File: config.mk
export PLATFORM = sky130hd
export DESIGN_NAME = mem_boot_ctrl
export DESIGN_NICKNAME = d
export VERILOG_FILES = /design/src/rtl/mem_boot_ctrl.sv
export SDC_FILE = /design/constraint.sdc
export NUM_CORES = 1
export LEC_CHECK = 0
export CAP_MARGIN = 10
export CELL_PAD_IN_SITES_DETAIL_PLACEMENT = 1
export CELL_PAD_IN_SITES_GLOBAL_PLACEMENT = 2
export CORE_MARGIN = 1.5
export CORE_UTILIZATION = 27
export DETAILED_ROUTE_END_ITERATION = 8
export PLACE_DENSITY = 0.88
export SYNTH_ARGS = -nofsm -noshare
export SYNTH_HDL_FRONTEND = slang
export SYNTH_SLANG_ARGS = --single-unit
File: constraint.sdc
create_clock -name clk -period 3.1 [get_ports clk]
set_clock_uncertainty 0.2 [all_clocks]
set_input_delay 0.775 -clock clk [delete_from_list [all_inputs] [get_ports clk]]
set_output_delay 0.775 -clock clk [all_outputs]
set_load 0.02 [all_outputs]
File: src/rtl/mem_boot_ctrl.sv
// mem_boot_ctrl: loads imem/dmem from a host byte stream, runs the CPU until halt,
// then streams the dmem window [DMEM_BASE, DMEM_LIMIT) back out to the host.
module mem_boot_ctrl #(
    parameter int ADDR_W     = 12,
    parameter int DATA_W     = 8,
    parameter int DMEM_BASE  = 8,
    parameter int DMEM_LIMIT = 2048,
    parameter int COOLOFF    = 32
) (
    input  logic              clk,
    input  logic              reset,
    input  logic              start,
    input  logic [ADDR_W-1:0] imem_len,
    input  logic [ADDR_W-1:0] dmem_len,
    input  logic              in_valid,
    input  logic [DATA_W-1:0] in_data,
    output logic              in_ready,
    output logic              out_valid,
    output logic [DATA_W-1:0] out_data,
    input  logic              out_ready,
    output logic [ADDR_W-1:0] imem_addr,
    output logic [DATA_W-1:0] imem_wdata,
    output logic              imem_wr,
    input  logic [ADDR_W-1:0] cpu_m_addr,
    input  logic [DATA_W-1:0] cpu_m_wr_data,
    input  logic              cpu_m_rd,
    input  logic              cpu_m_wr,
    input  logic              cpu_m_en,
    output logic [ADDR_W-1:0] dmem_addr,
    output logic [DATA_W-1:0] dmem_wdata,
    output logic              dmem_rd,
    output logic              dmem_wr,
    output logic              dmem_en,
    input  logic [DATA_W-1:0] dmem_rdata,
    input  logic              cpu_halted,
    output logic              cpu_reset_,
    output logic              busy,
    output logic              done
);
    localparam logic [3:0] S_IDLE     = 4'd0;
    localparam logic [3:0] S_LOAD_I   = 4'd1;
    localparam logic [3:0] S_LOAD_D   = 4'd2;
    localparam logic [3:0] S_COOL     = 4'd3;
    localparam logic [3:0] S_RUN      = 4'd4;
    localparam logic [3:0] S_DUMP_RD  = 4'd5;
    localparam logic [3:0] S_DUMP_CAP = 4'd6;
    localparam logic [3:0] S_DUMP_OUT = 4'd7;
    localparam logic [3:0] S_DONE     = 4'd8;

    logic [3:0]        r_state;
    logic [ADDR_W-1:0] r_cnt;
    logic [ADDR_W-1:0] r_ilen;
    logic [ADDR_W-1:0] r_dlen;
    logic [ADDR_W-1:0] r_daddr;
    logic [DATA_W-1:0] r_out_data;
    logic              w_acc;
    logic              w_run;
    logic              w_ld;
    logic              w_rd;

    assign in_ready = (r_state == S_LOAD_I) || (r_state == S_LOAD_D);
    assign w_acc    = in_valid && in_ready;
    assign w_run    = r_state == S_RUN;
    assign w_ld     = (r_state == S_LOAD_D) && in_valid;
    assign w_rd     = r_state == S_DUMP_RD;

    // r_cnt is shared: imem index, dmem index, then cool-off timer
    always_ff @(posedge clk) begin
        if (reset) begin
            r_state    <= S_IDLE;
            r_cnt      <= '0;
            r_ilen     <= '0;
            r_dlen     <= '0;
            r_daddr    <= '0;
            r_out_data <= '0;
        end else begin
            case (r_state)
                S_IDLE, S_DONE: if (start) begin
                    r_ilen  <= imem_len;
                    r_dlen  <= dmem_len;
                    r_cnt   <= '0;
                    r_state <= (imem_len != '0) ? S_LOAD_I : (dmem_len != '0) ? S_LOAD_D : S_COOL;
                end
                S_LOAD_I: if (w_acc) begin
                    r_cnt   <= (r_cnt == r_ilen - 1'b1) ? '0 : r_cnt + 1'b1;
                    r_state <= (r_cnt != r_ilen - 1'b1) ? S_LOAD_I : (r_dlen != '0) ? S_LOAD_D : S_COOL;
                end
                S_LOAD_D: if (w_acc) begin
                    r_cnt   <= (r_cnt == r_dlen - 1'b1) ? '0 : r_cnt + 1'b1;
                    r_state <= (r_cnt == r_dlen - 1'b1) ? S_COOL : S_LOAD_D;
                end
                S_COOL: begin
                    r_cnt   <= (r_cnt == ADDR_W'(COOLOFF - 1)) ? '0 : r_cnt + 1'b1;
                    r_state <= (r_cnt == ADDR_W'(COOLOFF - 1)) ? S_RUN : S_COOL;
                end
                S_RUN: if (cpu_halted) begin
                    r_daddr <= ADDR_W'(DMEM_BASE);
                    r_state <= S_DUMP_RD;
                end
                S_DUMP_RD: r_state <= S_DUMP_CAP;
                S_DUMP_CAP: begin
                    r_out_data <= dmem_rdata;
                    r_state    <= S_DUMP_OUT;
                end
                S_DUMP_OUT: if (out_ready) begin
                    r_daddr <= r_daddr + 1'b1;
                    r_state <= (r_daddr == ADDR_W'(DMEM_LIMIT - 1)) ? S_DONE : S_DUMP_RD;
                end
                default: r_state <= S_IDLE;
            endcase
        end
    end

    assign imem_wr    = (r_state == S_LOAD_I) && in_valid;
    assign imem_addr  = r_cnt;
    assign imem_wdata = in_data;

    // the CPU sees dmem only while running; elsewhere the controller owns the port
    assign dmem_addr  = w_run ? cpu_m_addr : w_rd ? r_daddr : ADDR_W'(DMEM_BASE) + r_cnt;
    assign dmem_wdata = w_run ? cpu_m_wr_data : in_data;
    assign dmem_rd    = w_run ? cpu_m_rd : w_rd;
    assign dmem_wr    = w_run ? cpu_m_wr : w_ld;
    assign dmem_en    = w_run ? cpu_m_en : (w_ld || w_rd);

    assign out_valid  = r_state == S_DUMP_OUT;
    assign out_data   = r_out_data;
    assign cpu_reset_ = (r_state == S_RUN) || (r_state == S_DUMP_RD) ||
                        (r_state == S_DUMP_CAP) || (r_state == S_DUMP_OUT);
    assign busy       = (r_state != S_IDLE) && (r_state != S_DONE);
    assign done       = r_state == S_DONE;
endmodule

Word-level counts from Yosys, hierarchy flattened:

Cells that the tools add are included.

* register bits after elaboration: 60
* output and inout bits: 57

* $add $sub $neg: 5
* equality and inequality tests: 19
* muxes and demuxes: 29
* reductions and logical operators: 21

Operators with widths (number)
* 12-bit two-way mux: 10
* 12-bit case mux with 4 select lines: 1
* 12-bit nonzero test: 3
* 4-bit case mux with 8 select lines: 1
* 12-bit by 1-bit adder with 12-bit output, second input constant: 2
* 12-bit == test: 2
* 4-bit two-way mux: 6
* 12-bit case mux with 2 select lines: 1
* 12-bit by 1-bit subtractor with 12-bit output, second input constant: 2
* 4-bit by 3-bit == test with 1-bit output, second input constant: 4
* 4-bit by 12-bit adder with 12-bit output, first input constant: 1
* 12-bit by 11-bit == test with 1-bit output, second input constant: 1
* 12-bit by 5-bit == test with 1-bit output, second input constant: 1
* 12-bit != test: 1
* 4-bit by 2-bit == test with 1-bit output, second input constant: 2
* 8-bit two-way mux: 1
* 2-bit != test, second input constant: 4
* 4-bit nonzero test: 2
* 1-bit two-way mux: 6
* 1-bit logical OR: 5
* 5-bit AND reduction: 1
* 4-bit by 1-bit == test with 1-bit output, second input constant: 1
* 4-bit == test, second input constant: 1
* 1-bit logical AND: 4
* other kinds (10): 11

Longest topological paths before layout:

* depth after elaboration: 5
* mapped depth: 12

Worst setup path before layout:

Ideal clock, no wire load.

* path type: register to output
* start point: register r_state[2]
* end point: output dmem_addr[10]
* data arrival time: 2027 ps
* slack: 98 ps
* stages on the path, launching flop included: 8
* buffers on the path: 3
* cell sequence: dfxtp_1 buf_2 nor2b_1 nor2b_1 clkbuf_1 clkbuf_1 nor2_1 a21oi_1

* word-level cells in the longest chain between the ends: 3
* elaborated cells between the ends (all ways): 4

RTL lines
* start, declared: RTL line 50 `logic [3:0] r_state;`
* start signal, assigned: RTL line 82 `r_state <= (imem_len != '0) ? S_LOAD_I : (dmem_len != '0) ? S_LOAD_D : S_COOL;`
* start signal, assigned: RTL line 86 `r_state <= (r_cnt != r_ilen - 1'b1) ? S_LOAD_I : (r_dlen != '0) ? S_LOAD_D : S_COOL;`
* start signal, assigned: RTL line 90 `r_state <= (r_cnt == r_dlen - 1'b1) ? S_COOL : S_LOAD_D;`
* 4-bit by 3-bit == test with 1-bit output: RTL line 65 `assign w_rd = r_state == S_DUMP_RD;`
* 12-bit two-way mux: RTL line 119 `assign dmem_addr = w_run ? cpu_m_addr : w_rd ? r_daddr : ADDR_W'(DMEM_BASE) + r_cnt;`
* 12-bit two-way mux (*): RTL line 119
* end, declared: RTL line 29 `output logic [ADDR_W-1:0] dmem_addr,`

Mark *: on every way between the ends. The rest lies on a longest branch, timed or not.

Final worst setup path:

* start point: register r_ilen[1]
* end point: register r_cnt[9], in the netlist imem_addr[9]

* word-level cells in the longest chain between the ends: 5

RTL lines
* start, declared: RTL line 52 `logic [ADDR_W-1:0] r_ilen;`
* start signal, assigned: RTL line 79 `r_ilen <= imem_len;`
* 12-bit by 1-bit subtractor with 12-bit output: RTL line 85 `r_cnt <= (r_cnt == r_ilen - 1'b1) ? '0 : r_cnt + 1'b1;`
* 12-bit == test: RTL line 85
* 12-bit two-way mux: RTL line 85
* 12-bit two-way mux: RTL line 84 `S_LOAD_I: if (w_acc) begin`
* 12-bit case mux with 4 select lines: RTL line 77 `case (r_state)`
* end signal, assigned: RTL line 85
* end signal, assigned: RTL line 89 `r_cnt <= (r_cnt == r_dlen - 1'b1) ? '0 : r_cnt + 1'b1;`
* end signal, assigned: RTL line 93 `r_cnt <= (r_cnt == ADDR_W'(COOLOFF - 1)) ? '0 : r_cnt + 1'b1;`
* end, declared: RTL line 51 `logic [ADDR_W-1:0] r_cnt;`

No other way between the ends. The select of a mux whose other input is x is not followed.
A chain may end at the register's enable or synchronous reset.

==> results by group <==
Outcome
  • Status: finished, final reports clean

Global routing
  • All-Layer GR Usage: 19.1%
  • Met2 GRT Util: about a third
  • Pin count of the biggest net entering global routing: 36
  • Initial antenna violation count: 0
  • Vias in the first global route: between 4000 and 5000
  • Global-route wire length before repair: roughly 25000 um
  • Gr busiest metal: met2
  • GRT Residual Overflow: 0
  • GR Layer Usage met3: 3.80%
  • Met1 Use GR: approximately 22%

Die
  • Die W: ~130 um
  • Die ar.: between 15000 and 20000 um2
  • IO Pins: 126
  • Cell row count: 45
  • Die Ht: about 130 um
  • Initial Util: around 28%
  • Core area: 15400 um2

Finish
  • Area Growth Syn to Fin: 43.3%
  • Final Util: between 40% and 50%
  • Ant. Diodes: 0
  • Share of layout cells above drive strength 1: about an eighth
  • Layout Nets: between 700 and 800
  • Fill cells: between 1500 and 2000

Yosys
  • Count leader, synth: nand2_1
  • Seq/Total Area, Yosys: 27.9%
  • Yosys warning count: 0
  • Syn_area_per_cell: ~7.6 um2
  • Post-synth EDFFs: 0
  • Mapped Cells: around 570
  • Distinct cells, synth: 67
  • Async SR Flop Fraction: 0%
  • Cell type with the largest total area after synthesis: dfxtp_1
  • Top cell type's share of synthesized area: approximately 28%
  • Synth top area cells: dfxtp_1, nand2_1, nor2_1
  • Net Count, Synth: 643
  • Post-Syn Area: 4300 um2
  • FF+latch count, synth: 60
  • Synth Flop Type: dfxtp_1
  • Post-synth top cells: nand2_1, nor2_1, dfxtp_1

Worst setup path
  • Slack of the worst reg-to-reg path: around 0.12 ns
  • FF-to-FF path depth: 9
  • Worst path slowest cell: or3b_2
  • Kind of critical path: flop to flop
  • Slowest Stage Delay on Critical Path: about 0.52 ns
  • Crit end category: flop
  • CP delay by family, top: simple AND/OR/NAND/NOR gates
  • Critical Path Fanout Max: 12
  • CP Launch Type: flop
  • Crit-path cells: inv_1, ha_1, or3b_2, nor3_1, a22oi_2, nor4_4, o22a_4, o31ai_1, a22o_1
  • Critical path depth: 9
  • Critical Path RT: approximately 3.1 ns
  • Reg-to-Reg End: imem_addr[9]
  • Worst r2r src: r_ilen[1]
  • CP bufs+invs: 1
  • Worst EP arrival: between 3 and 4 ns

Clocking
  • CTS tree: built
  • Post-CTS Resized: 25
  • Clock tree root buffer cell: clkbuf_16
  • Post-CTS Setup Bufs: 0
  • Clk_lat worst skew: between 0.3 and 0.4 ns
  • Hold_buf cts: 0
  • Clock transition at path regs: around 0.060 ns
  • H-tree levels: 3
  • Clock tree sinks: 60
  • Clk buf depth: 2
  • Total CTS buffers: 9

Placed design
  • IO Port Bufs: 125
  • RD Place Congestion: ~0.83
  • Hpwl dp: 12000 um

Power and ir drop
  • Switch Pwr: ~0.74 mW
  • Pwr dens: ~410 nW/um2
  • Flop pwr share: about a third
  • Sw Share: 28.8%
  • Internal: 1.82 mW
  • Clock power frac: around 43%
  • Comb power frac: between 20% and 30%
  • Tot Pwr: around 2.6 mW
  • Max IR drop VDD: about 260 uV
  • Leak Pwr: approximately 2.4 nW

Timing
  • Final cycle utilization of the critical path: a little over nine tenths
  • Max Slew Vio Count: 0
  • Fmax: 0.336 GHz
  • Slew Limit Headroom: 46.5%
  • Worst-Margin Slew: roughly 0.8 ns
  • Final setup fails: 0
  • Setup repair after global routing missed its margin: yes
  • Hold WS: roughly 0.28 ns
  • Crit path time final: 2.98 ns
  • Setup tns final: 0 ns
  • Final hold violation count: 0

Drt
  • DR vias/cell: 5.09
  • Routed via count: roughly 4600
  • Final WL: 15500 um
  • Drt drc: 0
  • Antenna-violating nets left: 0
  • DR iter-0 viols: about 210
  • Drt first pass iters: 4
  • Mean routed wirelength per cell: about 17 um

Worst hold path
  • Path category of the worst min-delay check: flop to flop
  • Hold path start: r_ilen[11]
  • Hold depth: 2
  • Hold Path End: r_ilen[11]

Job
  • Number of max-cap violations: 0
[layout make-up]
class	count	area [um2]	share of cell area (%)
inverters	13	48.8	0.792
repair buffers	162	1490	24.2
well taps	211	264	4.28
clock inverters	4	72.6	1.18
flip-flops and latches	60	1200	19.5
clock buffers	12	246	4.00
multi-input cells	446	2840	46.0
[power by group through the flow]
| stage | combinational, mW | sequential, mW | clock (mW) |
|---|---|---|---|
| after global placement | 0.577 | 0.865 | 0 |
| after global routing | 0.657 | 0.858 | 1.16 |
| final | 0.600 | 0.851 | 1.10 |
| after floorplan | 0.394 | 0.843 | 0 |
| after detailed placement | 0.598 | 0.867 | 0 |
| after CTS | 0.598 | 0.851 | 1.12 |
[registers in the layout (all words and copies together), names as in the netlist]
signal and flops:
imem_addr 12, out_data 8, r_daddr 12, r_dlen 12, r_ilen 12, r_state 4
[cell usage in the layout (no fill, tap or decap), drive strengths merged, types with 3 or more instances in the layout]
master         synthesis  layout
a211oi                 4       4
a21o                   3       3
a21oi                 46      46
a22oi                  3       3
a31oi                  6       6
and2                   3       3
and3                   6       6
buf                   22      37
clkbuf                28      17
clkdlybuf4s50          0      99
dfxtp                 60      60
dlygate4sd2            0      18
dlymetal6s2s           0       3
ha                     5       5
inv                   13      13
mux2                   9       9
mux2i                 23      23
nand2                 81      81
nand2b                 4       4
nand3                 20      20
nand4                 12      12
nor2                  66      66
nor2b                  7       7
nor3                  19      19
nor3b                  3       3
nor4                  15      15
nor4b                  3       3
o21ai                  8       8
o22ai                  6       6
o31ai                  8       8
or2                    3       3
or3                    4       4
xnor2                 24      24
xor2                  22      22
[cell families (layout without fill, tap and decap cells)]
group / Yosys count / after routing / synth area share (%)
compound gates: 109 / 109 / 16.8
fa+ha+maj: 5 / 5 / 1.45
xor+xnor: 46 / 46 / 9.54
simple gates: 254 / 254 / 29.8
buf+inv: 63 / 191 / 6.69
mux: 32 / 32 / 7.71
flops: 60 / 60 / 27.9
[worst max-delay path by stage]
| stage | endpoint | startpoint |
|---|---|---|
| after floorplan | dmem_addr[10] | r_state[2] |
| after global placement | dmem_en | in_valid |
| after detailed placement | dmem_wr | in_valid |
| after global routing | imem_addr[8] | r_ilen[1] |
| final | imem_addr[9] | r_ilen[1] |
| after CTS | dmem_rd | r_state[2] |
[per-layer routing]
metal | vias to the layer above | routed length (um)
met5 | - | 0
met4 | 0 | 238
met3 | 19 | 653
met2 | 82 | 8040
met1 | 2279 | 6580
li1 | 2239 | -
[stage by stage]
stage,cell area (um2),setup slack (ns),std cells
floorplan,4300,0.0981,569
global placement,5860,-0.0591,892
detailed placement,5860,-0.0984,892
CTS,6160,0.00478,908
global route,6160,-0.00305,908
finish,6160,0.120,908
[tightest hold or removal path, stage by stage (launching register included)]
cell and delay [ns]:
dfxtp_1 0.32, nand2_1 0.06, a21oi_1 0.05
No activity file was read; power rests on OpenSTA's default activity.
